## config.mk

```make
export PLATFORM = sky130hd
export DESIGN_NAME = flux_encoder_multimode
export DESIGN_NICKNAME = d
export VERILOG_FILES = /design/src/rtl/flux_encoder_multimode.sv
export SDC_FILE = /design/constraint.sdc
export NUM_CORES = 1
export LEC_CHECK = 0
export CAP_MARGIN = 20
export CORE_MARGIN = 3
export CORE_UTILIZATION = 52
export CTS_BUF_LIST = sky130_fd_sc_hd__clkbuf_16
export DETAILED_ROUTE_END_ITERATION = 8
export PLACE_DENSITY = 0.75
export SYNTH_ARGS = -nofsm -noshare
export SYNTH_HDL_FRONTEND = slang
export SYNTH_SLANG_ARGS = --single-unit
```

## constraint.sdc

```tcl
create_clock -name clk -period 2.98 [get_ports clk]
set_input_delay 0.298 -clock clk [delete_from_list [all_inputs] [get_ports clk]]
set_output_delay 0.298 -clock clk [all_outputs]
set_load 0.01 [all_outputs]
```

## src/rtl/flux_encoder_multimode.sv

```systemverilog
// -----------------------------------------------------------------------------
// flux_encoder_multimode
//
// Serial flux-cell encoder for the write path. Data bytes and raw 16-bit mark
// words enter a small FIFO. Each word is encoded in full when it is loaded
// into a 16-bit shift register. Cells are ordered clock,data per data bit,
// MSB first, and leave one per DPLL cell strobe. When the FIFO runs dry while
// transmit is still requested, FILL_BYTE is encoded as gap fill and the sticky
// underrun flag is set.
//
// Encoding rules, selected per word by mode at load time:
//   00 FM   : clock = 1
//   01 MFM  : clock = ~prev_data & ~data
//   10 M2FM : clock = ~prev_data & ~data & ~prev_clock   (FLUXENC_M2FM_EN)
//   11      : treated as FM
// Raw words are emitted verbatim. After a raw word, prev_data = word[0] and
// prev_clock = word[1].
//
// Build option:
//   FLUXENC_M2FM_EN defined   : mode 10 uses the M2FM rule with prev_clock.
//   FLUXENC_M2FM_EN undefined : prev_clock is not tracked, and mode 10
//                               encodes as MFM.
//
// Ports:
//   clk            in   system clock (single domain)
//   reset          in   synchronous, active-high
//   enable         in   global advance; when low the encoder holds
//   bit_clk        in   cell strobe, one clk wide
//   mode[1:0]      in   encoding mode, sampled at word load
//   tx_en          in   transmit request
//   wr_data[15:0]  in   raw word, or byte in [7:0]
//   wr_raw         in   1 = wr_data is a raw cell pattern
//   wr_valid       in   FIFO write strobe
//   wr_ready       out  FIFO not full
//   flux_out       out  current cell value
//   flux_valid     out  one-cycle pulse per emitted cell
//   byte_complete  out  pulse with the 16th cell of each word
//   busy           out  encoder is shifting a word
//   underrun       out  sticky; a fill word was loaded
//   fifo_level     out  occupied FIFO entries
// -----------------------------------------------------------------------------
module flux_encoder_multimode #(
  parameter int          FIFO_DEPTH = 4,
  parameter logic [7:0]  FILL_BYTE  = 8'h4E,
  localparam int         AW         = $clog2(FIFO_DEPTH)
) (
  input  logic          clk,
  input  logic          reset,
  input  logic          enable,
  input  logic          bit_clk,
  input  logic [1:0]    mode,
  input  logic          tx_en,
  input  logic [15:0]   wr_data,
  input  logic          wr_raw,
  input  logic          wr_valid,
  output logic          wr_ready,
  output logic          flux_out,
  output logic          flux_valid,
  output logic          byte_complete,
  output logic          busy,
  output logic          underrun,
  output logic [AW:0]   fifo_level
);

  typedef enum logic {IDLE, SHIFT} state_t;

  state_t        state_q, state_d;

  // FIFO: entry = {raw, data16}
  logic [16:0]   mem_q [FIFO_DEPTH];
  logic [AW:0]   wptr_q, rptr_q;
  logic [AW:0]   level;
  logic          full, empty, wr_en;
  logic [16:0]   head;

  // Encoder / serialiser
  logic [15:0]   sreg_q;
  logic [3:0]    cell_cnt_q;
  logic          prev_data_q;
  logic          underrun_q;
  logic          flux_out_q, flux_valid_q, byte_complete_q;

  logic          pop, load, use_fill, shift, last;
  logic [16:0]   load_entry;
  logic [15:0]   enc_cells;
  logic          enc_pd;

`ifdef FLUXENC_M2FM_EN
  logic          prev_clock_q;
  logic          enc_pc;
  logic [17:0]   enc;

  // Returns {cells[15:0], last_data, last_clock}.
  function automatic logic [17:0] encode_word(input logic [16:0] entry,
                                              input logic [1:0]  md,
                                              input logic        pd,
                                              input logic        pc);
    logic [15:0] cells;
    logic        d, c, p_d, p_c;
    cells = '0;
    p_d   = pd;
    p_c   = pc;
    c     = 1'b0;
    if (entry[16]) begin
      cells = entry[15:0];
      p_d   = entry[0];
      p_c   = entry[1];
    end else begin
      for (int i = 7; i >= 0; i--) begin
        d = entry[i];
        case (md)
          2'b01:   c = ~p_d & ~d;
          2'b10:   c = ~p_d & ~d & ~p_c;
          default: c = 1'b1;
        endcase
        cells[2*i+1] = c;
        cells[2*i]   = d;
        p_d = d;
        p_c = c;
      end
    end
    return {cells, p_d, p_c};
  endfunction

  assign enc       = encode_word(load_entry, mode, prev_data_q, prev_clock_q);
  assign enc_cells = enc[17:2];
  assign enc_pd    = enc[1];
  assign enc_pc    = enc[0];
`else
  logic [16:0]   enc;

  // Returns {cells[15:0], last_data}. Mode 10 falls back to MFM.
  function automatic logic [16:0] encode_word(input logic [16:0] entry,
                                              input logic [1:0]  md,
                                              input logic        pd);
    logic [15:0] cells;
    logic        d, c, p_d;
    cells = '0;
    p_d   = pd;
    c     = 1'b0;
    if (entry[16]) begin
      cells = entry[15:0];
      p_d   = entry[0];
    end else begin
      for (int i = 7; i >= 0; i--) begin
        d = entry[i];
        case (md)
          2'b01, 2'b10: c = ~p_d & ~d;
          default:      c = 1'b1;
        endcase
        cells[2*i+1] = c;
        cells[2*i]   = d;
        p_d = d;
      end
    end
    return {cells, p_d};
  endfunction

  assign enc       = encode_word(load_entry, mode, prev_data_q);
  assign enc_cells = enc[16:1];
  assign enc_pd    = enc[0];
`endif

  // ---------------------------------------------------------------------------
  // FIFO
  // ---------------------------------------------------------------------------
  assign level      = wptr_q - rptr_q;
  assign full       = (level == (AW+1)'(FIFO_DEPTH));
  assign empty      = (level == '0);
  // A write while full is dropped even if a pop frees a slot this cycle.
  // Writes do not depend on enable, so the producer is never stalled by it.
  assign wr_en      = wr_valid && !full;
  assign head       = mem_q[rptr_q[AW-1:0]];
  assign wr_ready   = !full;
  assign fifo_level = level;

  always_ff @(posedge clk) begin
    if (wr_en) begin
      mem_q[wptr_q[AW-1:0]] <= {wr_raw, wr_data};
    end
  end

  always_ff @(posedge clk) begin
    if (reset) begin
      wptr_q <= '0;
      rptr_q <= '0;
    end else begin
      if (wr_en) wptr_q <= wptr_q + 1'b1;
      if (pop)   rptr_q <= rptr_q + 1'b1;
    end
  end

  // ---------------------------------------------------------------------------
  // Control FSM
  // ---------------------------------------------------------------------------
  assign load_entry = use_fill ? {1'b0, 8'h00, FILL_BYTE} : head;

  always_comb begin
    state_d  = state_q;
    pop      = 1'b0;
    load     = 1'b0;
    use_fill = 1'b0;
    shift    = 1'b0;
    last     = 1'b0;
    if (enable) begin
      case (state_q)
        IDLE: begin
          // The first load does not wait for a cell strobe.
          if (tx_en && !empty) begin
            pop     = 1'b1;
            load    = 1'b1;
            state_d = SHIFT;
          end
        end
        SHIFT: begin
          if (bit_clk) begin
            shift = 1'b1;
            if (cell_cnt_q == 4'd15) begin
              // Last cell and next-word load share this strobe: gapless.
              last = 1'b1;
              if (!empty) begin
                pop  = 1'b1;
                load = 1'b1;
              end else if (tx_en) begin
                load     = 1'b1;
                use_fill = 1'b1;
              end else begin
                state_d = IDLE;
              end
            end
          end
        end
        default: state_d = IDLE;
      endcase
    end
  end

  always_ff @(posedge clk) begin
    if (reset) begin
      state_q         <= IDLE;
      cell_cnt_q      <= '0;
      prev_data_q     <= 1'b0;
      underrun_q      <= 1'b0;
      flux_out_q      <= 1'b0;
      flux_valid_q    <= 1'b0;
      byte_complete_q <= 1'b0;
    end else begin
      state_q         <= state_d;
      flux_valid_q    <= shift;
      byte_complete_q <= last;
      if (shift) flux_out_q <= sreg_q[15];
      if (load) begin
        cell_cnt_q  <= '0;
        prev_data_q <= enc_pd;
      end else if (shift) begin
        cell_cnt_q  <= cell_cnt_q + 4'd1;
      end
      if (use_fill) begin
        underrun_q <= 1'b1;
      end else if (enable && state_q == IDLE && !tx_en) begin
        underrun_q <= 1'b0;
      end
    end
  end

`ifdef FLUXENC_M2FM_EN
  always_ff @(posedge clk) begin
    if (reset) begin
      prev_clock_q <= 1'b0;
    end else if (load) begin
      prev_clock_q <= enc_pc;
    end
  end
`endif

  // ---------------------------------------------------------------------------
  // Shift register (datapath, not reset)
  // ---------------------------------------------------------------------------
  always_ff @(posedge clk) begin
    if (load) begin
      sreg_q <= enc_cells;
    end else if (shift) begin
      sreg_q <= {sreg_q[14:0], 1'b0};
    end
  end

  assign flux_out      = flux_out_q;
  assign flux_valid    = flux_valid_q;
  assign byte_complete = byte_complete_q;
  assign busy          = (state_q == SHIFT);
  assign underrun      = underrun_q;

endmodule
```

==> summary.txt <==
Clock network
  • Cts repair resizes: 0
  • Clk slew on worst S/H paths: 0.08 ns
  • Post CTS Setup Buffer Count: 0
  • Cts hold-fix bufs: 0
  • Later-pin clock latency in the skew report: 0.35 ns
  • TritonCTS Buffers: 9
  • H-tree Lvls: 3
  • Clk sinks: 102
  • Clock root buffer: clkbuf_16
  • CTS Buffer Depth: 2
  • TritonCTS clock tree: built

GRT
  • First-pass GRT wire length: 13610 um
  • Gr ovfl total: 0
  • Gr usage total: 18.62%
  • Initial antenna violation count: 0
  • Vias in the first global route: ~2600
  • Largest net degree at the start of global routing: 21

Timing
  • Post-route setup slack: between 0.15 and 0.2 ns
  • Slew HR: between 40% and 50%
  • Skew final: between 0.01 and 0.015 ns
  • Slew Viols, Final: 0
  • Final critical-path required period: ~2.8 ns
  • # setup viols final: 0
  • Worst slew pin tran: 0.7889 ns
  • Final hold slack: 0.4699 ns
  • Setup TNS Final: 0 ns
  • Fmax: approximately 350 MHz
  • Hold Fails Final Rpt: 0
  • RSZ-0062 raised after global routing: false
  • Post-route clock period utilization: 94.87%

Pwr
  • Worst VDD drop: 0.0004839 V
  • Pleak: between 1.5 and 2 nW
  • PwrDens: between 600 and 700 mW/mm2

Floorplanning
  • Rows: 32
  • # IOs: 34
  • Die Wd: just under 100 um
  • Core area: between 0.007 and 0.008 mm2
  • Die Ht: roughly 97 um
  • Die area: 0.009441 mm2
  • Initial Util: between 50% and 60%

Yosys
  • Post-synth cell types: 41
  • Synth Warn #: 0
  • Post-synthesis sequential area ratio: 66.71%
  • Synth Register Bits: 102
  • Mapped cell area: 0.004322 mm2
  • Synthesized area per cell: 15.32 um2
  • Syn Inst Count: 282
  • Post-Syn Nets: between 300 and 400

Placement
  • Port bufs: 33
  • GP Congestion: about 0.8
  • DP Worst Slack: about 0.23 ns
  • Placed Cells: 417
  • DP HPWL: 5690 um

Layout
  • Diode count: 0
  • Filler cell count: between 500 and 600
  • Share of layout cells above drive strength 1: 16.31%
  • Register Area: approximately 0.0029 mm2
  • Area delta synth->final: 19.28%
  • Layout Nets: 359
  • Area of the multi-input gates: between 0.001 and 0.0015 mm2
  • Final cell count without fillers: 433

Setup path
  • Highest fanout seen on the critical path: 9
  • Critical path required time: 3.07 ns
  • Crit end category: flop
  • Kind of critical path: flop to flop
  • Worst Setup Start Kind: flop
  • Crit path DAT: 2.92 ns

Detailed routing
  • DR WL/cell: 19.46 um
  • Detail Route Antenna Nets: 0
  • DRT iter0 DRCs: 160
  • DRC viols: 0
  • Routed vias/inst: 5.977
  • Final wirelength: 8426 um
  • First-pass iteration count of the detailed router: 4
  • Vias: 2588

Flow run
  • Max-Cap Viols: 0

Run status
  • Status: complete, no violations

Hold path
  • Worst min path class: flop to flop
==> per-layer routing <==
layer | track usage (%) | vias to the layer above | routed length (um)
met1 | 23.46 | 1290 | 3347
li1 | - | 1206 | -
met4 | 5.832 | 0 | 117
met2 | 32.38 | 82 | 4455
met3 | 3.877 | 10 | 505
met5 | 0 | - | 0
==> report_power, final <==
group	switching [mW]	internal, mW
Clock	0.561	0.679
Combinational	0.366	0.281
Sequential	0.0373	1.68
==> cell usage in the layout (no fill, tap or decap), types with 3 or more instances in the layout <==
cell type and n:
edfxtp_1 84, clkdlybuf4s50_1 33, nor2_1 22, dfxtp_1 18
mux4_2 17, buf_4 15, nand2_1 10, a21oi_1 10
nand3_1 9, o211ai_1 9, o31ai_1 9, clkbuf_16 9
inv_1 8, a211oi_1 7, ha_1 7, o21ai_0 6
and2_1 5, a2bb2oi_1 5, mux2i_1 5, nand2b_1 3
and3_1 3, mux2_2 3, a22o_1 3, nor3_1 3
==> worst paths after layout <==
| check | from | endpoint | slack (ns) | depth (start not counted) |
|---|---|---|---|---|
| min reg2reg | flux_out | flux_out | 0.47 | 2 |
| max | wptr_q[0] | sreg_q[11] | 0.15 | 7 |
| max reg2reg | wptr_q[0] | sreg_q[11] | 0.15 | 7 |
| min | flux_out | flux_out | 0.47 | 2 |
==> cells in the mapped netlist (all sizes together) <==
library cell	number	area share [%]
a211oi	7	1.2
a21boi	2	0.35
a21oi	10	1.2
a22o	3	0.61
a2bb2oi	5	1.0
and2	5	0.72
and3	3	0.43
buf	4	0.46
clkbuf	11	0.98
dfxtp	18	8.3
edfxtp	84	58
fa	1	0.46
ha	7	2.0
inv	8	0.69
mux2	3	0.78
mux2i	5	1.2
mux4	17	8.9
nand2	10	0.87
nand2b	3	0.43
nand3	9	1.0
nand4	1	0.14
nor2	22	1.9
nor3	3	0.35
nor3b	1	0.17
nor4	1	0.14
o2111a	1	0.26
o211ai	9	1.6
o21ai	7	0.81
o22ai	1	0.14
o31ai	10	1.9
o41a	1	0.26
o41ai	2	0.58
or3	2	0.29
or4	2	0.35
xnor2	2	0.41
xor2	1	0.20
xor3	1	0.58
==> cell type report <==
type	count	area share (%)
tap	102	2.476
multi-input combinational	157	26.12
timing repair buffer	48	8.592
clock buffer	9	4.369
inverter	8	0.5825
clock inverter	7	1.942
sequential	102	55.92
==> sequential cells by signal, summed over array words and instances, names as in the netlist, 3 cells and up, named ones only <==
name / flops
mem_q: 68
sreg_q: 16
cell_cnt_q: 4
wptr_q: 3
rptr_q: 3
==> cell families (layout without fill, tap and decap cells) <==
| group | count (synthesis) | after routing | share of synthesized area, % |
|---|---|---|---|
| flops | 102 | 102 | 66.71 |
| simple gates | 62 | 62 | 6.862 |
| compound gates | 58 | 58 | 9.815 |
| mux | 25 | 25 | 10.80 |
| buf+inv | 23 | 72 | 2.142 |
| fa+ha+maj | 8 | 8 | 2.490 |
| xor+xnor | 4 | 4 | 1.187 |
==> worst max-delay path, stage by stage (launching register included) <==
cell      delay [ns]
dfxtp_1         0.39
inv_1           0.11
ha_1            0.22
fa_1            0.37
xor3_2          0.33
or4_1           0.70
a211oi_1        0.33
o31ai_1         0.13
==> stage by stage <==
step / power, mW / cell area, um2 / util [%]
2_1_floorplan: 2.154 / 4322 / -
5_1_grt: 3.743 / 5155 / 65.36
3_5_place_dp: 2.392 / 4830 / 61.23
6_report: 3.603 / 5155 / 65.36
4_1_cts: 3.637 / 5155 / 65.36
3_3_place_gp: 2.362 / 4830 / 61.23
Note: power is estimated with default switching activity, not from simulation.
